<file path="config.mk">
export PLATFORM = sky130hd
export DESIGN_NAME = fanout_sequencer_flat
export DESIGN_NICKNAME = d
export VERILOG_FILES = /design/src/rtl/fanout_sequencer_if.sv /design/src/rtl/fanout_sequencer.sv /design/src/flat_wrapper.sv
export SDC_FILE = /design/constraint.sdc
export NUM_CORES = 1
export LEC_CHECK = 0
export ABC_AREA = 1
export BUFFER_PORTS_ARGS = -buffer_cell sky130_fd_sc_hd__clkbuf_2
export CAP_MARGIN = 40
export CORE_MARGIN = 2
export CORE_UTILIZATION = 35
export CTS_CLUSTER_DIAMETER = 50
export CTS_CLUSTER_SIZE = 20
export DETAILED_ROUTE_END_ITERATION = 12
export PLACE_DENSITY = 0.57
export SYNTH_ARGS = -nofsm -noshare
export SYNTH_HDL_FRONTEND = slang
export SYNTH_SLANG_ARGS = --single-unit
</file>
<file path="constraint.sdc">
create_clock -name clk -period 10.4 [get_ports clk]
set_input_delay 2.08 -clock clk [delete_from_list [all_inputs] [get_ports clk]]
set_output_delay 2.08 -clock clk [all_outputs]
set_load 0.005 [all_outputs]
</file>
<file path="src/rtl/fanout_sequencer_if.sv">
// Handshake/bus bundle for fanout_sequencer.
//   start/seed         : transaction request from the control FSM
//   busy/done          : transaction status back to the control FSM
//   ch_req/ch_data     : per-channel request and stimulus (channel i at [i*DATA_W +: DATA_W])
//   ch_ack/ch_result   : per-channel acknowledge and result (channel i at [i*RESULT_W +: RESULT_W])
//   result_sum         : sum of captured results
//   timeout_err/err_ch : last transaction timed out / lowest unacked channel
// master = sequencer side, slave = environment (control FSM + child bank).
interface fanout_sequencer_if #(
  parameter int DATA_W   = 8,
  parameter int RESULT_W = 16,
  parameter int NUM_CH   = 4
);
  localparam int SUM_W = RESULT_W + $clog2(NUM_CH);

  logic                         start;
  logic [DATA_W-1:0]            seed;
  logic                         busy;
  logic                         done;
  logic [NUM_CH-1:0]            ch_req;
  logic [NUM_CH*DATA_W-1:0]     ch_data;
  logic [NUM_CH-1:0]            ch_ack;
  logic [NUM_CH*RESULT_W-1:0]   ch_result;
  logic [SUM_W-1:0]             result_sum;
  logic                         timeout_err;
  logic [3:0]                   err_ch;

  modport master (
    input  start, seed, ch_ack, ch_result,
    output busy, done, ch_req, ch_data, result_sum, timeout_err, err_ch
  );

  modport slave (
    output start, seed, ch_ack, ch_result,
    input  busy, done, ch_req, ch_data, result_sum, timeout_err, err_ch
  );
endinterface

</file>
<file path="src/rtl/fanout_sequencer.sv">
// fanout_sequencer: drives NUM_CH identical child units over req/ack, captures
// each child's result and reports their sum, with a per-transaction timeout.
//   clk   : system clock, rising edge
//   reset : asynchronous, active-high
//   bus   : fanout_sequencer_if.master (start/seed/busy/done, ch_req/ch_data,
//           ch_ack/ch_result, result_sum/timeout_err/err_ch)
// Optional build macro FANOUT_SERIAL_ISSUE_EN: issue channels one at a time in
// index order, timeout restarting for each channel. Undefined: parallel issue.

// One channel: request flag, stimulus word, captured result and got flag.
module fanout_lane #(
  parameter int DATA_W   = 8,
  parameter int RESULT_W = 16,
  parameter int IDX      = 0
) (
  input  logic                clk,
  input  logic                reset,
  input  logic                load,    // accepted start
  input  logic                issue,   // request this channel on load
  input  logic                adv,     // request this channel now
  input  logic                abort,   // timeout: drop request
  input  logic [DATA_W-1:0]   seed,
  input  logic                ack,
  input  logic [RESULT_W-1:0] result,
  output logic                req,
  output logic                hit,
  output logic                got,
  output logic [DATA_W-1:0]   data,
  output logic [RESULT_W-1:0] res
);
  // ack without an outstanding request is ignored
  assign hit = req & ack;

  always_ff @(posedge clk or posedge reset) begin
    if (reset) begin
      req  <= 1'b0;
      got  <= 1'b0;
      data <= '0;
      res  <= '0;
    end else if (load) begin
      data <= seed + DATA_W'(IDX);   // wraps modulo 2^DATA_W
      req  <= issue;
      got  <= 1'b0;
    end else begin
      if (hit) begin
        res <= result;
        got <= 1'b1;
      end
      if (hit || abort) req <= 1'b0;
      else if (adv)     req <= 1'b1;
    end
  end
endmodule

module fanout_sequencer #(
  parameter int DATA_W   = 8,
  parameter int RESULT_W = 16,
  parameter int NUM_CH   = 4,
  parameter int TIMEOUT  = 255
) (
  input  logic              clk,
  input  logic              reset,
  fanout_sequencer_if.master bus
);
  localparam int SUM_W = RESULT_W + $clog2(NUM_CH);
  localparam int CNT_W = $clog2(TIMEOUT);

  typedef enum logic [1:0] {IDLE, WAIT, ACCUM, DONE} state_t;
  state_t state, state_nxt;

  logic                             load, tmo, all_got, last_cnt, cnt_clr;
  logic [NUM_CH-1:0]                req, got, hit, issue, adv;
  logic [NUM_CH-1:0][DATA_W-1:0]    data;
  logic [NUM_CH-1:0][RESULT_W-1:0]  res, res_in;
  logic [CNT_W-1:0]                 cnt;
  logic [SUM_W-1:0]                 sum_c, sum_q;
  logic                             terr_q;
  logic [3:0]                       err_c, err_q;

  assign res_in   = bus.ch_result;
  assign load     = (state == IDLE) && bus.start;
  assign last_cnt = (cnt == CNT_W'(TIMEOUT - 1));
  // completion includes this edge's captures, so a last-cycle ack beats the timeout
  assign all_got  = &(got | hit);
  assign tmo      = (state == WAIT) && last_cnt && !all_got;

`ifdef FANOUT_SERIAL_ISSUE_EN
  // Channel i is requested on the edge that captures channel i-1; the
  // timeout window restarts with every capture.
  assign issue   = NUM_CH'(1);
  assign cnt_clr = |hit;
  always_comb begin
    adv = '0;
    for (int i = 1; i < NUM_CH; i++) adv[i] = hit[i-1];
  end
`else
  assign issue   = '1;
  assign adv     = '0;
  assign cnt_clr = 1'b0;
`endif

  for (genvar gi = 0; gi < NUM_CH; gi++) begin : g_lane
    fanout_lane #(.DATA_W(DATA_W), .RESULT_W(RESULT_W), .IDX(gi)) u_lane (
      .clk    (clk),
      .reset  (reset),
      .load   (load),
      .issue  (issue[gi]),
      .adv    (adv[gi]),
      .abort  (tmo),
      .seed   (bus.seed),
      .ack    (bus.ch_ack[gi]),
      .result (res_in[gi]),
      .req    (req[gi]),
      .hit    (hit[gi]),
      .got    (got[gi]),
      .data   (data[gi]),
      .res    (res[gi])
    );
  end

  // Lowest channel still missing; in serial mode this is the active index.
  always_comb begin
    err_c = '0;
    for (int i = NUM_CH - 1; i >= 0; i--)
      if (!(got[i] | hit[i])) err_c = 4'(i);
  end

  always_comb begin
    sum_c = '0;
    for (int i = 0; i < NUM_CH; i++) sum_c = sum_c + SUM_W'(res[i]);
  end

  always_ff @(posedge clk or posedge reset) begin
    if (reset) state <= IDLE;
    else       state <= state_nxt;
  end

  always_comb begin
    state_nxt = state;
    case (state)
      IDLE:    if (load) state_nxt = WAIT;
      WAIT:    if (all_got)  state_nxt = ACCUM;
               else if (tmo) state_nxt = DONE;
      ACCUM:   state_nxt = DONE;
      DONE:    state_nxt = IDLE;
      default: state_nxt = IDLE;
    endcase
  end

  // WAIT leaves before cnt can pass TIMEOUT-1, so no wrap handling needed
  always_ff @(posedge clk or posedge reset) begin
    if (reset)                cnt <= '0;
    else if (load)            cnt <= '0;
    else if (state == WAIT)   cnt <= cnt_clr ? '0 : cnt + CNT_W'(1);
  end

  always_ff @(posedge clk or posedge reset) begin
    if (reset) begin
      sum_q  <= '0;
      terr_q <= 1'b0;
      err_q  <= '0;
    end else begin
      if (load)            terr_q <= 1'b0;
      if (state == ACCUM)  sum_q  <= sum_c;
      if (tmo) begin
        terr_q <= 1'b1;
        err_q  <= err_c;
        sum_q  <= '0;
      end
    end
  end

  assign bus.busy        = (state != IDLE);
  assign bus.done        = (state == DONE);
  assign bus.ch_req      = req;
  assign bus.ch_data     = data;
  assign bus.result_sum  = sum_q;
  assign bus.timeout_err = terr_q;
  assign bus.err_ch      = err_q;
endmodule

</file>
<file path="src/flat_wrapper.sv">
// flat-port wrapper written by rule: the top's interface ports become plain ports
module fanout_sequencer_flat 
#(
  parameter int DATA_W   = 8,
  parameter int RESULT_W = 16,
  parameter int NUM_CH   = 4,
  parameter int TIMEOUT  = 255
)
  (clk, reset, bus_start, bus_seed, bus_ch_ack, bus_ch_result, bus_busy, bus_done, bus_ch_req, bus_ch_data, bus_result_sum, bus_timeout_err, bus_err_ch);
  fanout_sequencer_if #(.DATA_W(DATA_W), .RESULT_W(RESULT_W), .NUM_CH(NUM_CH)) bus_i ();
  input  logic clk;
  input  logic reset;
  input wire logic [$bits(bus_i.start)-1:0] bus_start;
  input wire logic [$bits(bus_i.seed)-1:0] bus_seed;
  input wire logic [$bits(bus_i.ch_ack)-1:0] bus_ch_ack;
  input wire logic [$bits(bus_i.ch_result)-1:0] bus_ch_result;
  output wire logic [$bits(bus_i.busy)-1:0] bus_busy;
  output wire logic [$bits(bus_i.done)-1:0] bus_done;
  output wire logic [$bits(bus_i.ch_req)-1:0] bus_ch_req;
  output wire logic [$bits(bus_i.ch_data)-1:0] bus_ch_data;
  output wire logic [$bits(bus_i.result_sum)-1:0] bus_result_sum;
  output wire logic [$bits(bus_i.timeout_err)-1:0] bus_timeout_err;
  output wire logic [$bits(bus_i.err_ch)-1:0] bus_err_ch;
  assign bus_i.start = bus_start;
  assign bus_i.seed = bus_seed;
  assign bus_i.ch_ack = bus_ch_ack;
  assign bus_i.ch_result = bus_ch_result;
  assign bus_busy = bus_i.busy;
  assign bus_done = bus_i.done;
  assign bus_ch_req = bus_i.ch_req;
  assign bus_ch_data = bus_i.ch_data;
  assign bus_result_sum = bus_i.result_sum;
  assign bus_timeout_err = bus_i.timeout_err;
  assign bus_err_ch = bus_i.err_ch;
  fanout_sequencer #(.DATA_W(DATA_W), .RESULT_W(RESULT_W), .NUM_CH(NUM_CH), .TIMEOUT(TIMEOUT)) u_core (.clk(clk), .reset(reset), .bus(bus_i));
endmodule
</file>
# Word-level counts from Yosys, hierarchy flattened
# Cells that the tools add are included.
word_totals:
  register_bits: 137
  inputBits: 79
  out_inout_bits: 61
  wordCells: 101
classes:
  n_addsub: 7
  eq_ne: 6
  n_mux: 30
  bitwise: 10
  n_reduce_logical: 27
op_table:
  columns: ["cell", "n"]
  rows:
  - ["adder 18 x 16 -> 18 bit", 2]
  - ["two-way mux 18 bit", 2]
  - ["nonzero test 2 bit", 12]
  - ["two-way mux 1 bit", 18]
  - ["adder 16 x 16 -> 17 bit", 1]
  - ["adder 8 x 1 -> 8 bit, second input constant", 2]
  - ["adder 8 x 2 -> 8 bit, second input constant", 2]
  - ["two-way mux 8 bit", 2]
  - ["two-way mux 4 bit", 3]
  - ["AND reduction 2 bit", 5]
  - ["== test 8 bit, second input constant", 1]
  - ["two-way mux 2 bit", 4]
  - ["case mux 2 bit (4 select lines)", 1]
  - ["bitwise AND 1 bit", 4]
  - ["== test 2 bit, second input constant", 2]
  - ["logical OR 1 bit", 4]
  - ["bitwise OR 1 bit", 4]
  - ["bitwise OR 4 bit", 1]
  - ["AND reduction 4 bit", 1]
  - ["logical AND 1 bit", 3]
  - ["!= test 3 x 2 -> 1 bit, second input constant", 1]
  - ["== test 2 x 1 -> 1 bit, second input constant", 1]
  - ["zero test 2 bit", 1]
  - ["!= test 2 bit, second input constant", 1]
  - ["other kinds (2)", 2]

# Depth between registers and ports, before layout
logic_depth:
  ltp_word: 8
  mapped_depth: 24
  ltp_nobuf: 24

# Cells and area by module
# A second synthesis with hierarchy kept.
hier_totals:
  hier_cells: 1015
  hier_area_um2: 8318.0
by_module_without_submodules:
  columns: ["module", "n_inst", "cells_per_inst", "area_each_um2", "seq_area_each_um2"]
  rows:
  - ["fanout_sequencer", 1, 481, 3400.8, 775.7]
  - ["fanout_lane (u_core.g_lane[1].u_lane)", 1, 138, 1290.0, 650.6]
  - ["fanout_lane (u_core.g_lane[3].u_lane)", 1, 143, 1272.5, 650.6]
  - ["fanout_lane (u_core.g_lane[2].u_lane)", 1, 133, 1267.5, 650.6]
  - ["fanout_lane (u_core.g_lane[0].u_lane)", 1, 120, 1087.3, 650.6]

# Worst setup path before layout
# Ideal clock, no wire load.
synth_timing:
  path_kind: "input-to-reg"
  from: "input port bus_ch_ack[0]"
  to: "register u_core.g_lane[0].u_lane.res[0]"
  setup_ps: 125
  arrival_time_ps: 2972
  path_slack_ps: 7304
  path_stages: 5
  path_buffers: 1
  cell_sequence: "nand2_1 -> inv_1 -> nand2_1 -> buf_2 -> mux2_2"
synth_between:
  elab_chain_len: 2
synth_rtl:
  columns: ["item", "line", "text"]
  rows:
  - ["from (decl)", "flat_wrapper.sv:15", "input wire logic [$bits(bus_i.ch_ack)-1:0] bus_ch_ack;"]
  - ["bitwise AND 1 bit", "fanout_sequencer.sv:32", "assign hit = req & ack;"]
  - ["AND reduction 2 bit (no source line)", null, null]
  - ["to (signal assigned)", "fanout_sequencer.sv:46", "res <= result;"]
  - ["to (decl)", "fanout_sequencer.sv:29", "output logic [RESULT_W-1:0] res"]
# No other way between the ends.
# A chain may end at the register's enable or synchronous reset.

# Worst setup path in the final report
layout_timing:
  from: "input port bus_start"
  to: "register u_core.g_lane[1].u_lane.res[8]"
layout_between:
  elab_chain_len: 3
layout_rtl:
  columns: ["item", "line", "text"]
  rows:
  - ["from (decl)", "flat_wrapper.sv:13", "input wire logic [$bits(bus_i.start)-1:0] bus_start;"]
  - ["logical AND 1 bit", "fanout_sequencer.sv:81", "assign load = (state == IDLE) && bus.start;"]
  - ["NOT 1 bit (no source line)", null, null]
  - ["AND reduction 2 bit (no source line)", null, null]
  - ["to (signal assigned)", "fanout_sequencer.sv:46", null]
  - ["to (decl)", "fanout_sequencer.sv:29", null]
# No other way between the ends.

==> impl_results.md <==
* Ys async rst share at 100.0%
* DR iter-0 viols at 292
* Per-cell routed wire length at 13.38 um
* Min cycle time layout at 3.651 ns
* Die H at 153.1 um
* Number of synthesis warnings at 0
* Synth cell count leaders: nand2_1 (236), inv_1 (158), dfrtp_1 (133), nor2_1 (80), a21oi_1 (66)
* Largest net degree at the start of global routing at 85
* CP Cell Sequence: clkbuf_2, nand2_1, buf_4, nand3_1, mux2_2
* Area share of the largest cell type after synthesis at 42.75%
* Drt total wl at 18370 um
* Final-report hold violation count at 0
* # resized after CTS at 0
* Relative slew slack at 43.67%
* CP peak stage delay at 0.74 ns
* Core ar. at 21820 um2
* Crit path to: u_core.g_lane[1].u_lane.res[8]
* H-tree Lvls at 4
* Layout Cells excl Fill at 1373
* Final nets at 1220
* # port buffers at 137
* # hold bufs at CTS at 0
* Post-synthesis sequential area ratio at 42.75%
* # fillers at 2246
* Worst r2r path cells at 22
* Top Ports at 140
* Critical path class: in2reg
* Starting Density at 35.67%
* GRT overflow at 0
* Post-Syn Area per Cell at 8.238 um2
* Layout cell share with drive strength beyond 1 at 19.85%
* Max Cap Viol at 0
* Initial antenna violation count at 1
* Synthesis-to-finish area growth at 19.62%
* Fin crit share at 35.10%
* Area leader, netlist: dfrtp_1
* R2r startpoint: u_core.g_lane[1].u_lane.res[0]
* WHS at 0.4710 ns
* All-Layer GR Usage at 16.76%
* CP max-delay cell: nand3_1
* Antenna diode count at 0
* CTS tree: yes
* R2R setup slack at 6.84 ns
* Final Slew Violations at 0
* Count leader, synth: nand2_1
* CP max FO at 57
* Vias in the first global route at 6517
* First-pass GRT wire length at 31770 um
* Setup Fix Bufs, Post-CTS at 0
* Vias per inst at 4.646
* CP endpoint kind: register
* Die X at 153.1 um
* Clk pin slew, worst setup/hold paths at 0.06 ns
* CP required at 10.71 ns
* Number of library cell types mapped by synthesis at 39
* Primary FF master, synth: dfrtp_1
* Worst hold path class: reg2reg
* Vias at 6379
* Achievable frequency at 273.9 MHz
* Synth area leaders: dfrtp_1 (43%), nand2_1 (11%), inv_1 (7.6%)
* CP startpoint kind: primary input
* Clock Sinks at 133
* Placed cell count at 1341
* Status: completed
* Core Rows at 54
* Final ANT Viol Nets at 0
* Clock skew at 0.01697 ns
* Finish-stage setup viols at 0
* Yosys reg bits at 133
* Synthesized area at 7785 um2
* RR Endpoint: u_core.bus.result_sum[15]
* Detail Placement HPWL at 14130 um
* 1st-pass router iterations at 5
* Unrepaired setup endpoints after global routing: no
* Setup TNS at 0 ns
* Final GP Congestion at 0.8577
* Skew-Pair Late Insertion Delay at 0.43 ns
* Max clock buf depth at 2
* Synth Instances at 945
* Clock root buffer: clkbuf_16
* DRC Markers at 0
* Num CTS Buffers at 17
* Beginning of the critical path: bus_start
* Worst slew pin tran at 0.8425 ns
* Die area at 23450 um2
* Worst path arrival time at 3.96 ns
* Post-synth EDFFs at 0
-- through the flow --
| stage | area [um2] | worst slack [ns] | util (%) |
|---|---|---|---|
| floorplan | 7789 | 4.766 | - |
| global placement | 8706 | 6.079 | 39.89 |
| detailed placement | 8721 | 6.228 | 39.96 |
| CTS | 9313 | 6.681 | 42.67 |
| global route | 9313 | 6.466 | 42.67 |
| finish | 9313 | 6.749 | 42.67 |
-- worst min path at each step --
stage	start	endpoint	cells past startpoint
6_report	u_core.bus.result_sum[2]	u_core.bus.result_sum[2]	2
5_1_grt	u_core.bus.result_sum[2]	u_core.bus.result_sum[2]	2
4_1_cts	u_core.bus.result_sum[0]	u_core.bus.result_sum[0]	2
3_5_place_dp	u_core.bus.result_sum[0]	u_core.bus.result_sum[0]	2
3_3_place_gp	u_core.bus.result_sum[1]	u_core.bus.result_sum[1]	2
2_1_floorplan	u_core.cnt[6]	u_core.cnt[6]	1
-- final cells by class --
class	instances	area [um2]	area share [%]
timing repair buffer	141	723.2	7.766
clock buffer	19	442.9	4.756
clock inverter	13	148.9	1.599
sequential	133	3328	35.74
multi-input combinational	627	3714	39.88
inverter	160	605.6	6.503
tap	280	350.3	3.762
-- cell usage in the layout, fill, tap and decap left out, types with 4 or more instances in the layout --
cell type and n:
clkbuf_2 137, nor3_1 9, dfrtp_1 133, o21ai_0 37, mux2_2 32, nand3_1 49, fa_1 18, clkinv_4 4
xnor2_1 13, inv_1 157, clkbuf_16 17, a21oi_1 66, xor2_1 4, inv_6 4, nand3b_1 4, nand4_1 7
ha_1 43, a31o_2 4, nand2_1 236, nor2_1 80
-- per-layer routing --
layer | up-vias | global-route usage (%) | wire length, um
met1 | 2975 | 22.08 | 8780
li1 | 3248 | - | -
met4 | 2 | 4.806 | 214
met5 | - | 0 | 13
met3 | 18 | 4.054 | 905
met2 | 136 | 27.55 | 8453
-- worst max-delay path, delay by kind of cell --
family                 cells  cell delay (ns)
buffers and inverters      2             0.55
AND/OR/NAND/NOR            2             0.79
multiplexers               1             0.53
-- flip-flops by register name (all words and copies together), names as in the netlist --
signal	flops
u_core.g_lane.u_lane.res	64
u_core.g_lane.u_lane.data	30
u_core.bus.result_sum	18
u_core.cnt	8
u_core.g_lane.u_lane.got	4
u_core.g_lane.u_lane.req	4
u_core.bus.err_ch	2
u_core.state	2
u_core.bus.timeout_err	1
-- logic make-up after synthesis --
family / count (synthesis) / share of synthesized area [%]
AO/OA/AOI/OAI: 123 / 8.711
adder cells (fa/ha/maj): 61 / 11.54
AND/OR/NAND/NOR: 392 / 20.81
XOR/XNOR: 17 / 1.913
multiplexers: 32 / 4.629
flip-flops: 133 / 42.75
other: 1 / 0.04817
buffers and inverters: 186 / 9.595
Power is not shown: default switching activity piles up to over one toggle a cycle in this logic, so the estimate is an artifact.
